File: src/rtl/taxi_eth_baser_pkg.sv
// Shared 10GBASE-R definitions: sync header codes and the block-lock state set.
package taxi_eth_baser_pkg;

    localparam logic [1:0] SYNC_DATA = 2'b10;
    localparam logic [1:0] SYNC_CTRL = 2'b01;

    typedef enum logic [1:0] {
        UNLOCKED  = 2'd0,
        LOCKED    = 2'd1,
        SLIP_HIGH = 2'd2,
        SLIP_HOLD = 2'd3
    } baser_sync_state_t;

    // A header is good only if it is one of the two legal transition codes.
    function automatic logic sync_hdr_ok(input logic [1:0] hdr);
        return (hdr == SYNC_DATA) || (hdr == SYNC_CTRL);
    endfunction

endpackage

File: src/rtl/taxi_eth_phy_10g_rx_frame_sync_if.sv
// SERDES RX header channel between the gearbox and the frame-sync block.
//
// Handshake: serdes_rx_hdr is meaningful only on cycles where
// serdes_rx_hdr_valid=1 (gap cycles carry no header); there is no
// backpressure. serdes_rx_bitslip flows the other way as a level request
// asking the gearbox to shift the block boundary by one bit.
interface taxi_eth_phy_10g_rx_frame_sync_if #(
    parameter int HDR_W = 2
) ();
    logic [HDR_W-1:0] serdes_rx_hdr;
    logic             serdes_rx_hdr_valid;
    logic             serdes_rx_bitslip;

    // SERDES/gearbox side
    modport master (
        output serdes_rx_hdr,
        output serdes_rx_hdr_valid,
        input  serdes_rx_bitslip
    );

    // Frame-sync side
    modport slave (
        input  serdes_rx_hdr,
        input  serdes_rx_hdr_valid,
        output serdes_rx_bitslip
    );
endinterface

File: src/rtl/taxi_eth_phy_10g_rx_frame_sync.sv
// 64b/66b block-lock FSM: slips the gearbox until 64 good sync headers in a
// row are seen, then holds lock until 16 bad headers land in one 64-header
// window.
module taxi_eth_phy_10g_rx_frame_sync
    import taxi_eth_baser_pkg::*;
#(
    parameter int HDR_W               = 2,
    parameter int BITSLIP_HIGH_CYCLES = 1,
    parameter int BITSLIP_LOW_CYCLES  = 8
) (
    input  logic                                   clk,
    input  logic                                   rst,
    taxi_eth_phy_10g_rx_frame_sync_if.slave        serdes,
    output logic                                   rx_block_lock,
    output logic                                   rx_sh_invalid,
    output baser_sync_state_t                      dbg_state
);

    if (HDR_W != 2) begin : g_bad_hdr_w
        $fatal(1, "HDR_W must be 2");
    end
    if (BITSLIP_HIGH_CYCLES < 1 || BITSLIP_HIGH_CYCLES > 255) begin : g_bad_high
        $fatal(1, "BITSLIP_HIGH_CYCLES must be 1..255");
    end
    if (BITSLIP_LOW_CYCLES < 0 || BITSLIP_LOW_CYCLES > 255) begin : g_bad_low
        $fatal(1, "BITSLIP_LOW_CYCLES must be 0..255");
    end

    localparam logic [7:0] SLIP_HIGH_INIT = 8'(BITSLIP_HIGH_CYCLES - 1);
    localparam logic [7:0] SLIP_LOW_INIT  = 8'(BITSLIP_LOW_CYCLES);
    localparam logic [6:0] SH_LAST        = 7'd63;  // 64th header of a window
    localparam logic [4:0] INV_LAST       = 5'd15;  // 16th invalid header

    baser_sync_state_t state_q, state_d;
    logic [6:0] sh_cnt_q, sh_cnt_d;
    logic [4:0] sh_invalid_cnt_q, sh_invalid_cnt_d;
    logic [7:0] slip_cnt_q, slip_cnt_d;
    logic       bitslip_q, bitslip_d;
    logic       lock_q, lock_d;
    logic       sh_invalid_q, sh_invalid_d;

    logic hdr_ok;
    assign hdr_ok = sync_hdr_ok(serdes.serdes_rx_hdr);

    // Next-state: classify headers in UNLOCKED/LOCKED, time the slip phases.
    always_comb begin
        state_d          = state_q;
        sh_cnt_d         = sh_cnt_q;
        sh_invalid_cnt_d = sh_invalid_cnt_q;
        slip_cnt_d       = slip_cnt_q;
        bitslip_d        = bitslip_q;
        lock_d           = lock_q;
        sh_invalid_d     = 1'b0;

        case (state_q)
            UNLOCKED: begin
                if (serdes.serdes_rx_hdr_valid) begin
                    if (hdr_ok) begin
                        if (sh_cnt_q == SH_LAST) begin
                            state_d          = LOCKED;
                            lock_d           = 1'b1;
                            sh_cnt_d         = '0;
                            sh_invalid_cnt_d = '0;
                        end else begin
                            sh_cnt_d = sh_cnt_q + 7'd1;
                        end
                    end else begin
                        sh_invalid_d     = 1'b1;
                        state_d          = SLIP_HIGH;
                        bitslip_d        = 1'b1;
                        slip_cnt_d       = SLIP_HIGH_INIT;
                        sh_cnt_d         = '0;
                        sh_invalid_cnt_d = '0;
                    end
                end
            end
            LOCKED: begin
                if (serdes.serdes_rx_hdr_valid) begin
                    sh_invalid_d = !hdr_ok;
                    // The 16th bad header wins even if it also closes the window.
                    if (!hdr_ok && sh_invalid_cnt_q == INV_LAST) begin
                        state_d          = SLIP_HIGH;
                        lock_d           = 1'b0;
                        bitslip_d        = 1'b1;
                        slip_cnt_d       = SLIP_HIGH_INIT;
                        sh_cnt_d         = '0;
                        sh_invalid_cnt_d = '0;
                    end else if (sh_cnt_q == SH_LAST) begin
                        sh_cnt_d         = '0;
                        sh_invalid_cnt_d = '0;
                    end else begin
                        sh_cnt_d = sh_cnt_q + 7'd1;
                        if (!hdr_ok) begin
                            sh_invalid_cnt_d = sh_invalid_cnt_q + 5'd1;
                        end
                    end
                end
            end
            SLIP_HIGH: begin
                lock_d = 1'b0;
                if (slip_cnt_q == 8'd0) begin
                    bitslip_d = 1'b0;
                    if (BITSLIP_LOW_CYCLES == 0) begin
                        state_d = UNLOCKED;
                    end else begin
                        state_d    = SLIP_HOLD;
                        slip_cnt_d = SLIP_LOW_INIT;
                    end
                end else begin
                    slip_cnt_d = slip_cnt_q - 8'd1;
                end
            end
            SLIP_HOLD: begin
                // Hold-off counts cycles, not headers; leave after exactly
                // BITSLIP_LOW_CYCLES cycles in this state.
                if (slip_cnt_q <= 8'd1) begin
                    state_d    = UNLOCKED;
                    slip_cnt_d = '0;
                end else begin
                    slip_cnt_d = slip_cnt_q - 8'd1;
                end
            end
            default: begin
                state_d = UNLOCKED;
            end
        endcase
    end

    // State and output registers with synchronous reset.
    always_ff @(posedge clk) begin
        if (rst) begin
            state_q          <= UNLOCKED;
            sh_cnt_q         <= '0;
            sh_invalid_cnt_q <= '0;
            slip_cnt_q       <= '0;
            bitslip_q        <= 1'b0;
            lock_q           <= 1'b0;
            sh_invalid_q     <= 1'b0;
        end else begin
            state_q          <= state_d;
            sh_cnt_q         <= sh_cnt_d;
            sh_invalid_cnt_q <= sh_invalid_cnt_d;
            slip_cnt_q       <= slip_cnt_d;
            bitslip_q        <= bitslip_d;
            lock_q           <= lock_d;
            sh_invalid_q     <= sh_invalid_d;
        end
    end

    assign serdes.serdes_rx_bitslip = bitslip_q;
    assign rx_block_lock            = lock_q;
    assign rx_sh_invalid            = sh_invalid_q;
    assign dbg_state                = state_q;

endmodule

File: src/flat_wrapper.sv
// flat-port wrapper written by rule: the top's interface ports become plain ports
module taxi_eth_phy_10g_rx_frame_sync_flat import taxi_eth_baser_pkg::*;
#(
    parameter int HDR_W               = 2,
    parameter int BITSLIP_HIGH_CYCLES = 1,
    parameter int BITSLIP_LOW_CYCLES  = 8
)
  (clk, rst, rx_block_lock, rx_sh_invalid, dbg_state, serdes_serdes_rx_hdr, serdes_serdes_rx_hdr_valid, serdes_serdes_rx_bitslip);
  taxi_eth_phy_10g_rx_frame_sync_if #(.HDR_W(HDR_W)) serdes_i ();
  input  logic clk;
  input  logic rst;
  output logic rx_block_lock;
  output logic rx_sh_invalid;
  output baser_sync_state_t dbg_state;
  input wire logic [$bits(serdes_i.serdes_rx_hdr)-1:0] serdes_serdes_rx_hdr;
  input wire logic [$bits(serdes_i.serdes_rx_hdr_valid)-1:0] serdes_serdes_rx_hdr_valid;
  output wire logic [$bits(serdes_i.serdes_rx_bitslip)-1:0] serdes_serdes_rx_bitslip;
  assign serdes_i.serdes_rx_hdr = serdes_serdes_rx_hdr;
  assign serdes_i.serdes_rx_hdr_valid = serdes_serdes_rx_hdr_valid;
  assign serdes_serdes_rx_bitslip = serdes_i.serdes_rx_bitslip;
  taxi_eth_phy_10g_rx_frame_sync #(.HDR_W(HDR_W), .BITSLIP_HIGH_CYCLES(BITSLIP_HIGH_CYCLES), .BITSLIP_LOW_CYCLES(BITSLIP_LOW_CYCLES)) u_core (.clk(clk), .rst(rst), .serdes(serdes_i), .rx_block_lock(rx_block_lock), .rx_sh_invalid(rx_sh_invalid), .dbg_state(dbg_state));
endmodule
File: config.mk
export PLATFORM = sky130hd
export DESIGN_NAME = taxi_eth_phy_10g_rx_frame_sync_flat
export DESIGN_NICKNAME = d
export VERILOG_FILES = /design/src/rtl/taxi_eth_baser_pkg.sv /design/src/rtl/taxi_eth_phy_10g_rx_frame_sync_if.sv /design/src/rtl/taxi_eth_phy_10g_rx_frame_sync.sv /design/src/flat_wrapper.sv
export SDC_FILE = /design/constraint.sdc
export NUM_CORES = 1
export LEC_CHECK = 0
export ABC_AREA = 1
export BUFFER_PORTS_ARGS = -buffer_cell sky130_fd_sc_hd__buf_2
export CAP_MARGIN = 10
export CELL_PAD_IN_SITES_DETAIL_PLACEMENT = 1
export CELL_PAD_IN_SITES_GLOBAL_PLACEMENT = 2
export CORE_MARGIN = 2
export CORE_UTILIZATION = 34
export DETAILED_ROUTE_END_ITERATION = 12
export GPL_TIMING_DRIVEN = 0
export PLACE_DENSITY_LB_ADDON = 0.12
export SETUP_SLACK_MARGIN = 0.3
export SLEW_MARGIN = 10
export SYNTH_ARGS = -nofsm -noshare
export SYNTH_HDL_FRONTEND = slang
export SYNTH_SLANG_ARGS = --single-unit
File: constraint.sdc
create_clock -name clk -period 2.24 [get_ports clk]
set_clock_uncertainty 0.15 [all_clocks]
set_input_delay 0.448 -clock clk [delete_from_list [all_inputs] [get_ports clk]]
set_output_delay 0.448 -clock clk [all_outputs]
set_load 0.1 [all_outputs]
==> flow_metrics.py <==
metrics = {
    "worst_hold_path": {
        "hold_path.class": "input port to flop",
    },
    "placed_design": {
        "dp_hpwl_um": 2850,
        "place_congestion": 0.761,
        "preCtsSetupSlack_ns": 0.315,
        "port_buffers": 9,
        "placed_area_um2": 1650,
    },
    "worst_setup_path": {
        "reg2reg_slack_ns": 0.37,
        "rr_endpoint": "u_core.slip_cnt_q[2]$_SDFFE_PP0P_",
        "cp_top_family": "simple AND/OR/NAND/NOR gates",
        "cp-startpoint": "u_core.sh_invalid_cnt_q[0]$_SDFFE_PP0P_",
        "path_cells": "ha_4, nand2_2, nor2_1, ha_2, nand3_4, nand2_4, nand3_4, buf_8, o21ai_4, nor2_1",
        "r2r-start": "u_core.sh_invalid_cnt_q[0]$_SDFFE_PP0P_",
        "critPathMaxFanout": 5,
        "worst-path-stages": 10,
        "crit_slowest_cell": "dfxtp_2",
        "ff2ff_path_depth": 10,
        "worstPathBufferInverterCount": 1,
        "worstPathRequired_ns": 2.25,
        "critPathCapture": "u_core.slip_cnt_q[2]$_SDFFE_PP0P_",
        "slowest_delay_ns": 0.37,
        "critPathKind": "flop to flop",
        "crit_arrival_ns": 1.88,
        "endpoint_kind": "flop",
        "start_kind": "flop",
    },
    "grt": {
        "use_met1": 0.193,
        "antenna_found_initial": 0,
        "gr-max-usage-layer": "met2",
        "track_usage": 0.158,
        "grt_remaining_overflow": 0,
        "grt_max_degree": 14,
        "grt_pass1_vias": 1444,
        "grtUsageMet3": 0.0342,
        "grt_pass1_wl_um": 6470,
        "grtUsageMet2": 0.287,
    },
    "synth": {
        "synth.most_common_cell": "nand2_1",
        "synth_top_area_frac": 0.327,
        "netlist_area_um2": 1530,
        "syn_inst": 217,
        "synth_edf_count": 0,
        "ys_async_sr_fraction": 0,
        "ys_warn_count": 0,
        "synth.distinct_cells": 28,
        "ys.flop_type": "dfxtp_1",
        "syn_nets": 233,
        "synth_commonest_cells": "nand2_1, nor2_1, inv_1",
        "ys_ff_latch": 25,
        "syn_area_per_cell_um2": 7.05,
        "yosys-top-cells-area": "dfxtp_1, nand2_1, ha_1",
        "seq_area_frac_synth": 0.327,
        "synth_area_leader_cell": "dfxtp_1",
    },
    "sta": {
        "period_minus_slack_ns": 1.87,
        "final-hold-violation-count": 0,
        "finalSetupTns_ns": 0,
        "max_freq_mhz": 535,
        "period_share": 0.834,
        "rsz0062_at_grt": "true",
        "relSlewSlack": 0.679,
        "tightestPinTransition_ns": 0.484,
        "slew_viol_final": 0,
        "layout_setup_ws_ns": 0.372,
        "setup_viol": 0,
    },
    "route": {
        "drt_iter0_markers": 69,
        "vias_per_cell": 4.98,
        "vias": 1423,
        "wl_per_cell_um": 13.2,
        "drc": 0,
        "drt_wl_total_um": 3770,
        "drtAntennaViolNets": 0,
        "firstDrtPassIters": 4,
    },
    "clock_tree": {
        "clockBufferDepth": 2,
        "cts_tree": "yes",
        "cts-root-buf": "clkbuf_8",
        "cts_buffers": 3,
        "cts_max_level": 1,
        "insertion_delay_ns": 0.28,
        "cts.sinks": 25,
        "clkTransAtPathRegs_ns": 0.10,
        "ctsHoldBuffers": 0,
    },
    "power": {
        "p_per_area_nw_per_um2": 1350,
        "totalPowerFinal_mw": 2.44,
        "vdd_drop_max_v": 0.000493,
        "cellLeakagePower_nw": 0.820,
    },
    "layout": {
        "drive_above_1_share": 0.226,
        "fin_nets": 251,
        "areaGrowthSynthToFinish_pct": 18.0,
        "insertedDiodeCount": 0,
        "fin_area_um2": 1810,
    },
    "floorplanning": {
        "coreArea_um2": 4350,
        "rows": 24,
        "die_w_um": 71.1,
        "dieHeight_um": 71.1,
        "io_pins": 10,
        "die_area_um2": 5050,
        "start_util": 0.351,
    },
    "job": {
        "maxCapViolations": 0,
    },
    "run_status": {
        "status": "finished, final reports clean",
    },
}
## cell type report
| class | count | area (um2) |
|---|---|---|
| inverters | 31 | 119 |
| repair buffers | 13 | 92.6 |
| flip-flops and latches | 25 | 510 |
| fillers | 552 | 2550 |
| well taps | 52 | 65.1 |
| plain buffers | 2 | 22.5 |
| clock buffers | 4 | 45.0 |
| multi-input cells | 159 | 951 |
## state kept, by name (all words and copies together) (netlist names)
name / cells
u_core.rx_sh_invalid: 1
u_core.dbg_state: 2
u_core.rx_block_lock: 1
u_core.serdes.serdes_rx_bitslip: 1
u_core.slip_cnt_q: 8
u_core.sh_invalid_cnt_q: 5
u_core.sh_cnt_q: 7
## repair_timing
item | 4_1_cts | 5_1_grt
gates cloned | 0 | 1
resized for setup | 0 | 20
endpoints found under the setup margin | 1 | 17
buffers inserted | 0 | 3
pin swaps | 1 | 3
## metal layers
layer	share of wire	wire, um
met1	0.48	1790
met5	0	0
met2	0.49	1830
met3	0.023	87
met4	0.015	57
## report_power, final
part	total, mW	internal, mW	leakage [nW]	switching (mW)
combinational	1.47	0.492	0.591	0.980
clock	0.282	0.128	0.0228	0.155
sequential	0.685	0.577	0.207	0.109
total	2.44	1.20	0.820	1.24
## cell usage in the layout (no fill, tap or decap), types with 3 or more instances in the layout
cell type / synthesis / routed
nor2_1: 33 / 31
xor2_1: 4 / 4
nand2_2: 5 / 5
ha_2: 0 / 4
buf_4: 1 / 4
nand2_4: 2 / 3
nor2_2: 2 / 4
nand2_1: 42 / 41
nand3_1: 11 / 11
clkbuf_8: 0 / 3
ha_1: 11 / 6
o21ai_0: 10 / 9
buf_2: 0 / 9
dfxtp_1: 25 / 21
a21oi_1: 16 / 16
nor3_1: 6 / 5
nand4_1: 4 / 4
inv_1: 29 / 28
## stage by stage
step / hold WS (ns) / std cells / util
6_report: 0.267 / 286 / 0.415
5_1_grt: 0.262 / 286 / 0.415
4_1_cts: 0.263 / 282 / 0.389
3_5_place_dp: 0.324 / 278 / 0.378
3_3_place_gp: 0.291 / 278 / 0.378
2_1_floorplan: 0.281 / 217 / -
## how the worst min path moves through the flow
stage	start	end	depth (start not counted)	slack, ns
after floorplan	u_core.sh_cnt_q[6]$_SDFFE_PP0P_	u_core.sh_cnt_q[6]$_SDFFE_PP0P_	2	0.28
after global placement	u_core.sh_cnt_q[6]$_SDFFE_PP0P_	u_core.sh_cnt_q[6]$_SDFFE_PP0P_	2	0.29
after detailed placement	u_core.sh_cnt_q[6]$_SDFFE_PP0P_	u_core.sh_cnt_q[6]$_SDFFE_PP0P_	2	0.32
after CTS	rst	u_core.serdes.serdes_rx_bitslip$_SDFFE_PP0P_	2	0.26
after global routing	rst	u_core.serdes.serdes_rx_bitslip$_SDFFE_PP0P_	2	0.26
final	rst	u_core.serdes.serdes_rx_bitslip$_SDFFE_PP0P_	2	0.27
## cell families after synthesis
group	Yosys count	synth area share
AND/OR/NAND/NOR	109	0.328
AO/OA/AOI/OAI	35	0.144
buffers and inverters	33	0.0883
flip-flops	25	0.327
adder cells (fa/ha/maj)	11	0.0899
XOR/XNOR	4	0.0229
No activity file was read; power rests on OpenSTA's default activity.
